<file path="src/rtl/muldiv_pkg.sv">
// muldiv_pkg: shared types for the HI/LO multiply/divide sequencer.
//   muldiv_op_t    : 3-bit op code; bit2 = double (64-bit), bit1 = divide,
//                    bit0 = unsigned.
//   muldiv_state_t : sequencer states.
package muldiv_pkg;

    typedef enum logic [2:0] {
        MULT   = 3'd0,
        MULTU  = 3'd1,
        DIV    = 3'd2,
        DIVU   = 3'd3,
        DMULT  = 3'd4,
        DMULTU = 3'd5,
        DDIV   = 3'd6,
        DDIVU  = 3'd7
    } muldiv_op_t;

    typedef enum logic [1:0] {
        IDLE  = 2'd0,
        CALC  = 2'd1,
        FIXUP = 2'd2
    } muldiv_state_t;

endpackage

</file>
<file path="src/rtl/muldiv_step.sv">
// muldiv_step: one radix-2 iteration, purely combinational.
//   is_div  in  : 1 = restoring divide step, 0 = shift-add multiply step
//   acc_in  in  : current accumulator
//                 multiply: {partial product high, multiplier/product low}
//                 divide  : {partial remainder, dividend/quotient}
//   operand in  : multiplicand magnitude (multiply) or divisor magnitude
//   acc_out out : accumulator after this iteration
module muldiv_step #(
    parameter int unsigned XLEN = 64
) (
    input  logic              is_div,
    input  logic [2*XLEN-1:0] acc_in,
    input  logic [XLEN-1:0]   operand,
    output logic [2*XLEN-1:0] acc_out
);

    logic [XLEN:0]     sum;
    logic [XLEN:0]     diff;
    logic [2*XLEN-1:0] shl;

    always_comb begin
        sum  = {1'b0, acc_in[2*XLEN-1:XLEN]} + {1'b0, operand};
        shl  = {acc_in[2*XLEN-2:0], 1'b0};
        // The shifted partial remainder is XLEN+1 bits wide; a clear top bit
        // of the difference means it was >= divisor.
        diff = acc_in[2*XLEN-1:XLEN-1] - {1'b0, operand};
        if (is_div) begin
            if (!diff[XLEN]) begin
                acc_out = {diff[XLEN-1:0], shl[XLEN-1:1], 1'b1};
            end else begin
                acc_out = shl;
            end
        end else if (acc_in[0]) begin
            // Carry out of the add re-enters at the top on the right shift.
            acc_out = {sum, acc_in[XLEN-1:1]};
        end else begin
            acc_out = {1'b0, acc_in[2*XLEN-1:1]};
        end
    end

endmodule

</file>
<file path="src/rtl/muldiv_ctrl.sv">
// muldiv_ctrl: HI/LO multiply/divide sequencer beside the EX stage.
// Iterative radix-2 shift-add multiply and restoring divide on magnitudes,
// with sign fix-up in a final cycle. Owns architectural HI/LO.
// Optional build macro: MULDIV_FAST_MUL_EN - multiplies use a single-cycle
// multiplier and go IDLE -> FIXUP directly; divides still iterate.
// Ports:
//   clock, reset_n       : clock, asynchronous active-low reset
//   start, op, a, b      : EX-stage muldiv issue with forwarded operands
//   flush                : squash an issuing start / abort an in-flight op
//   hilo_read            : MFHI/MFLO in EX
//   mthi, mtlo, wdata    : MTHI/MTLO in EX and their data
//   hi, lo               : architectural HI/LO registers
//   busy                 : op in flight
//   stall                : hold IF/ID/EX this cycle
//   done                 : pulse in the cycle HI/LO are being written
module muldiv_ctrl
    import muldiv_pkg::*;
#(
    parameter int unsigned XLEN = 64,
    parameter int unsigned HALF = 32
) (
    input  logic            clock,
    input  logic            reset_n,
    input  logic            start,
    input  muldiv_op_t      op,
    input  logic [XLEN-1:0] a,
    input  logic [XLEN-1:0] b,
    input  logic            flush,
    input  logic            hilo_read,
    input  logic            mthi,
    input  logic            mtlo,
    input  logic [XLEN-1:0] wdata,
    output logic [XLEN-1:0] hi,
    output logic [XLEN-1:0] lo,
    output logic            busy,
    output logic            stall,
    output logic            done
);

    localparam int unsigned     CW        = $clog2(XLEN);
    localparam int unsigned     WOFF      = XLEN - HALF;
    localparam logic [XLEN-1:0] HALF_MASK = {{WOFF{1'b0}}, {HALF{1'b1}}};

    muldiv_state_t     state_q, state_d;
    logic              word_q, div_q, neg_q, rneg_q, dz_q;
    logic [CW-1:0]     count_q;
    logic [XLEN-1:0]   mcand_q;
    logic [2*XLEN-1:0] acc_q;
    logic [XLEN-1:0]   hi_q, lo_q;

    // ---------------- issue decode ----------------
    logic              in_word, in_div, in_signed, sign_a, sign_b;
    logic [XLEN-1:0]   a_ext, b_ext, mag_a, mag_b;
    logic [2*XLEN-1:0] acc_init;

    always_comb begin
        in_word   = ~op[2];
        in_div    = op[1];
        in_signed = ~op[0];
        a_ext     = in_word ? (a & HALF_MASK) : a;
        b_ext     = in_word ? (b & HALF_MASK) : b;
        sign_a    = in_signed & (in_word ? a[HALF-1] : a[XLEN-1]);
        sign_b    = in_signed & (in_word ? b[HALF-1] : b[XLEN-1]);
        mag_a     = sign_a ? (-a_ext & (in_word ? HALF_MASK : '1)) : a_ext;
        mag_b     = sign_b ? (-b_ext & (in_word ? HALF_MASK : '1)) : b_ext;
        // Word dividends are pre-shifted so their bits reach the remainder
        // half after HALF left shifts; word products then land at [XLEN+HALF-1:WOFF].
        if (in_div) begin
            acc_init = {{XLEN{1'b0}}, (in_word ? (mag_a << WOFF) : mag_a)};
        end else begin
            acc_init = {{XLEN{1'b0}}, mag_b};
        end
    end

    logic [2*XLEN-1:0] fast_prod;
    logic              fast_path;

`ifdef MULDIV_FAST_MUL_EN
    always_comb begin
        fast_prod = {{XLEN{1'b0}}, mag_a} * {{XLEN{1'b0}}, mag_b};
        if (in_word) begin
            fast_prod = fast_prod << WOFF;
        end
        fast_path = ~in_div;
    end
`else
    always_comb begin
        fast_prod = '0;
        fast_path = 1'b0;
    end
`endif

    // ---------------- iteration ----------------
    logic [2*XLEN-1:0] step_acc;

    muldiv_step #(
        .XLEN(XLEN)
    ) u_step (
        .is_div  (div_q),
        .acc_in  (acc_q),
        .operand (mcand_q),
        .acc_out (step_acc)
    );

    // ---------------- sign fix-up ----------------
    logic [2*XLEN-1:0] prod;
    logic [XLEN-1:0]   quo, rem, res_hi, res_lo, hi_fix, lo_fix;

    always_comb begin
        prod = word_q ? (2*XLEN)'(acc_q[XLEN+HALF-1:WOFF]) : acc_q;
        if (neg_q) begin
            prod = -prod;
        end
        quo = acc_q[XLEN-1:0];
        rem = acc_q[2*XLEN-1:XLEN];
        if (neg_q) begin
            quo = -quo;
        end
        if (rneg_q) begin
            rem = -rem;
        end
        // Divide by zero: remainder already equals the dividend after sign
        // restore; only the quotient needs forcing.
        if (dz_q) begin
            quo = '1;
        end
        if (div_q) begin
            res_hi = rem;
            res_lo = quo;
        end else if (word_q) begin
            res_hi = XLEN'(prod[2*HALF-1:HALF]);
            res_lo = XLEN'(prod[HALF-1:0]);
        end else begin
            res_hi = prod[2*XLEN-1:XLEN];
            res_lo = prod[XLEN-1:0];
        end
        hi_fix = word_q ? {{WOFF{res_hi[HALF-1]}}, res_hi[HALF-1:0]} : res_hi;
        lo_fix = word_q ? {{WOFF{res_lo[HALF-1]}}, res_lo[HALF-1:0]} : res_lo;
    end

    // ---------------- FSM ----------------
    always_ff @(posedge clock or negedge reset_n) begin
        if (!reset_n) begin
            state_q <= IDLE;
        end else begin
            state_q <= state_d;
        end
    end

    always_comb begin
        state_d = state_q;
        case (state_q)
            IDLE: begin
                if (start && !flush) begin
                    state_d = fast_path ? FIXUP : CALC;
                end
            end
            CALC: begin
                if (flush) begin
                    state_d = IDLE;
                end else if (count_q == '0) begin
                    state_d = FIXUP;
                end
            end
            FIXUP:   state_d = IDLE;
            default: state_d = IDLE;
        endcase
    end

    // ---------------- datapath registers ----------------
    always_ff @(posedge clock or negedge reset_n) begin
        if (!reset_n) begin
            word_q  <= 1'b0;
            div_q   <= 1'b0;
            neg_q   <= 1'b0;
            rneg_q  <= 1'b0;
            dz_q    <= 1'b0;
            count_q <= '0;
            mcand_q <= '0;
            acc_q   <= '0;
            hi_q    <= '0;
            lo_q    <= '0;
        end else begin
            case (state_q)
                IDLE: begin
                    if (start && !flush) begin
                        word_q  <= in_word;
                        div_q   <= in_div;
                        neg_q   <= sign_a ^ sign_b;
                        rneg_q  <= sign_a;
                        dz_q    <= in_div && (mag_b == '0);
                        count_q <= in_word ? CW'(HALF - 1) : CW'(XLEN - 1);
                        mcand_q <= in_div ? mag_b : mag_a;
                        acc_q   <= fast_path ? fast_prod : acc_init;
                    end else if (!start) begin
                        if (mthi) begin
                            hi_q <= wdata;
                        end
                        if (mtlo) begin
                            lo_q <= wdata;
                        end
                    end
                end
                CALC: begin
                    if (!flush) begin
                        acc_q <= step_acc;
                        if (count_q != '0) begin
                            count_q <= count_q - CW'(1);
                        end
                    end
                end
                FIXUP: begin
                    if (!flush) begin
                        hi_q <= hi_fix;
                        lo_q <= lo_fix;
                    end
                end
                default: ;
            endcase
        end
    end

    always_comb begin
        hi    = hi_q;
        lo    = lo_q;
        busy  = (state_q != IDLE);
        stall = busy & (start | hilo_read | mthi | mtlo);
        done  = (state_q == FIXUP) & ~flush;
    end

endmodule

</file>
<file path="config.mk">
export PLATFORM = sky130hd
export DESIGN_NAME = muldiv_ctrl
export DESIGN_NICKNAME = d
export VERILOG_FILES = /design/src/rtl/muldiv_pkg.sv /design/src/rtl/muldiv_step.sv /design/src/rtl/muldiv_ctrl.sv
export SDC_FILE = /design/constraint.sdc
export NUM_CORES = 2
export LEC_CHECK = 0
export CORE_MARGIN = 4
export CORE_UTILIZATION = 35
export DETAILED_ROUTE_END_ITERATION = 7
export PLACE_DENSITY_LB_ADDON = 0.2
export SETUP_SLACK_MARGIN = 0.1
export SLEW_MARGIN = 25
export SYNTH_ARGS = -nofsm -noshare
export SYNTH_HDL_FRONTEND = slang
export SYNTH_HIERARCHICAL = 1
export SYNTH_SLANG_ARGS = --single-unit
</file>
<file path="constraint.sdc">
create_clock -name clock -period 9.9 [get_ports clock]
set_input_delay 1.98 -clock clock [delete_from_list [all_inputs] [get_ports clock]]
set_output_delay 1.98 -clock clock [all_outputs]
set_load 0.02 [all_outputs]
</file>
==> results.md <==
- Pre-CTS setup slack: 3310 ps
- Pin count of the biggest net entering global routing: 133
- Share of layout cells above drive strength 1: 7.39%
- Most used flip-flop cell after synthesis: dfrtp_1
- CTS Buffer Depth: 3
- Row Count: 121
- Post-route DRC: 0
- Routed WL: 202000 um
- Reg2reg start: word_q
- Crit path kind: input pin to primary output
- Distinct cell type count after synthesis: 121
- Hold Crit Class: register to register
- CP startpoint: flush
- Avg Inst Size Synth: 7.29 um2
- Max-cap violations: 0
- Worst-Margin Slew: 1150 ps
- Clock latency at the later pin of the worst-skew pair: 610 ps
- Placed Area: 42700 um2
- Setup crit start kind: input pin
- Count of final hold-check violations: 0
- Initial antenna violation count: 7
- Die width: 339 um
- Die footprint: 115000 um2
- Async S/R FF share, synth: 100%
- Worst hold start: hi[59]
- Reg power frac: 20.6%
- Setup TNS Final: 0 ps
- Fillers: 11300
- Clock power share: 13.4%
- P_int: 5.76 mW
- CTS buffer count: 42
- Total gr overflow: 0
- Register area share after synthesis: 21.7%
- Post-Syn Area: 38400 um2
- Critical path arrival: 4590 ps
- Post-layout util: 40.6%
- Status: finished clean
- Logic pwr share: 66.0%
- Setup Buffers After CTS: 0
- Number of global-route vias before repair: 40800
- Worst endpoint required time: 7920 ps
- Post-DP HPWL: 156000 um
- Initial core utilization: 35.2%
- Detailed Route Iter0 Violations: 5842
- PostCTS Resize Cnt: 0
- NetSw: 7.09 mW
- Total track usage: 33.1%
- Clk Tree Root Cell: clkbuf_16
- Final cell count without fillers: 6781
- Worst path slowest cell: clkdlybuf4s50_1
- Setup violations, final: 0
- CP delay by family, top: buffers and inverters
- Area growth, synth to finish: 15.2%
- Reg clk slew, reported paths: 50 ps
- Die H: 339 um
- Routed WL per cell: 29.7 um
- CTS Sinks: 333
- Routed Antenna Nets: 0
- Critical Path, Cell by Cell: clkdlybuf4s50_1 > nor2b_1 > a21oi_1 > nor2_4 > nand2_1 > inv_1 > clkdlybuf4s50_1
- CP Buf/Inv Count: 3
- FF+latch area: 8340 um2
- CP Max Fanout: 15
- First-pass GRT wire length: 289000 um
- Placer Congestion: 1.03
- CTS tree: built
- Synth warn: 6
- TritonRoute pass-1 iters: 7
- CTS Hold Bufs: 0
- Core area: 109000 um2
- PD cells: 291 nW/um2
- Critical path's most frequent cell: clkdlybuf4s50_1
- Switch share: 55.2%
- IO Pins: 333
- RSZ-0062 raised after global routing: false
- Final instance area: 44200 um2
- Synth Register Bits: 333
- EDFF count, synth: 0
- Worst Skew: 20.2 ps
- Normalized max-slew margin: 22.6%
- Max-slew violations: 0
- Port bufs: 332
- Placed cell count: 6702
- Total Nets Final: 5671
- H-tree depth: 2
- Worst setup slack after layout: 3330 ps
- CP endpoint kind: primary output
- Maximum VDD drop: 218 uV
- Period utilization: 66.4%
- F_max: 152 MHz
- Cells after synthesis: 5265
- Syn_nets: 5604
- Crit path largest cell delay: 710 ps
- Detailed-route via count: 44100
- Tmin final: 6570 ps
- Number of vias per cell: 6.51
- Static leakage: 17.0 nW
- Multi-input gate area: 27900 um2
==> Yosys cell counts (29+ instances only) <==
cell        n  area (um2)
o221ai_1   76         666
o211ai_1   42         315
nor3_1    147         736
o21ai_0   439        2200
a22o_1     63         552
a21oi_1   418        2090
buf_2      43         215
inv_1     130         488
o31ai_1    64         480
and3_1     45         282
nand2b_1   45         282
nor2_1    472        1770
xnor2_1   202        1770
nand3_1    88         440
nor2b_1    53         332
mux2_2     88         991
a21o_1     82         616
ha_1      135        1690
and2_1     29         181
o21a_1     30         225
a211oi_1   67         503
nand4_1    63         394
mux2i_1    64         641
clkbuf_1  322        1210
o21bai_1   39         293
or3_1      78         488
nand2_1   617        2320
nor4_1     90         563
buf_1      36         135
or4_1      59         443
xor2_1    151        1320
dfrtp_1   333        8330
o22ai_1    52         325
a31oi_1   165        1030
==> final timing paths <==
check	endpoint	slack (ps)	cells after the start
max	done	3330	7
min	hi[59]	470	2
min reg2reg	hi[59]	470	2
min in group asynchronous	acc_q[118]	1330	1
max reg2reg	lo[60]	3980	10
max in group asynchronous	word_q	7200	2
==> layout make-up <==
cell class                      count  area share [%]
Multi-Input combinational cell   4376            63.1
Sequential cell                   333            18.9
Timing Repair Buffer              444            9.50
Tap cell                         1414            4.00
Clock buffer                       54            2.66
Inverter                          135            1.15
Clock inverter                     20           0.716
Antenna cell                        5          0.0283
==> logic make-up (layout without fill, tap and decap cells) <==
group / Yosys count / in the layout / synth area share [%]
AO/OA/AOI/OAI: 1810 / 1810 / 30.9
XOR/XNOR: 354 / 354 / 8.10
AND/OR/NAND/NOR: 1923 / 1923 / 24.6
multiplexers: 152 / 152 / 4.25
flip-flops: 333 / 333 / 21.7
buffers and inverters: 556 / 653 / 5.87
other: 0 / 5 / 0
adder cells (fa/ha/maj): 137 / 137 / 4.51
==> flip-flops by register name, indices dropped and copies added (netlist names) <==
| signal | flops |
|---|---|
| acc_q | 128 |
| count_q | 6 |
| div_q | 1 |
| dz_q | 1 |
| hi | 64 |
| lo | 64 |
| mcand_q | 64 |
| neg_q | 1 |
| rneg_q | 1 |
| state_q | 2 |
| word_q | 1 |
==> stage by stage <==
step | hold slack (ps) | total power, mW
2_1_floorplan | 475 | 7.86
4_1_cts | 483 | 12.6
6_report | 474 | 12.9
3_3_place_gp | 460 | 10.8
5_1_grt | 504 | 13.5
3_5_place_dp | 471 | 10.8
==> worst register-to-register path, cell delays in order, from the launching register on <==
cell       delay, ps
dfrtp_4          690
buf_4            830
buf_12           520
nand3_1          370
a2111oi_4        640
nand2_1          450
mux2i_1          220
a211oi_1         610
a21o_1           930
a21oi_1          280
o31ai_1          290
==> power groups by stage <==
stage               logic [mW]  registers [mW]  clock network, mW
CTS                       8.23            2.60               1.74
finish                    8.48            2.65               1.72
global route              9.03            2.67               1.79
floorplan                 5.61            2.24                  0
global placement          8.18            2.62                  0
detailed placement        8.19            2.63                  0
==> placed cells by master, fill, tap and decap left out, types with 82 or more instances in the layout <==
cell type	synthesis	routed
o21ai_0	439	439
a21o_1	82	82
nand2_1	617	617
dfrtp_1	333	329
mux2_2	88	88
clkdlybuf4s50_1	0	329
nor3_1	147	147
inv_1	130	130
a31oi_1	165	165
xor2_1	151	151
xnor2_1	202	202
nor4_1	90	85
ha_1	135	135
nand3_1	88	88
nor2_1	472	464
buf_4	2	108
a21oi_1	418	417
==> metal layers <==
metal  vias up  track usage, %  part of all wire (%)  wire, um
met2      2654            49.1                    42     84000
met1     21200            44.4                    41     82500
met4         6            20.4                   7.6     15300
li1      19700               -                     -         -
met3       556            6.22                   9.8     19800
met5         -               0                 0.046        92
Note: power is estimated with default switching activity, not from simulation.
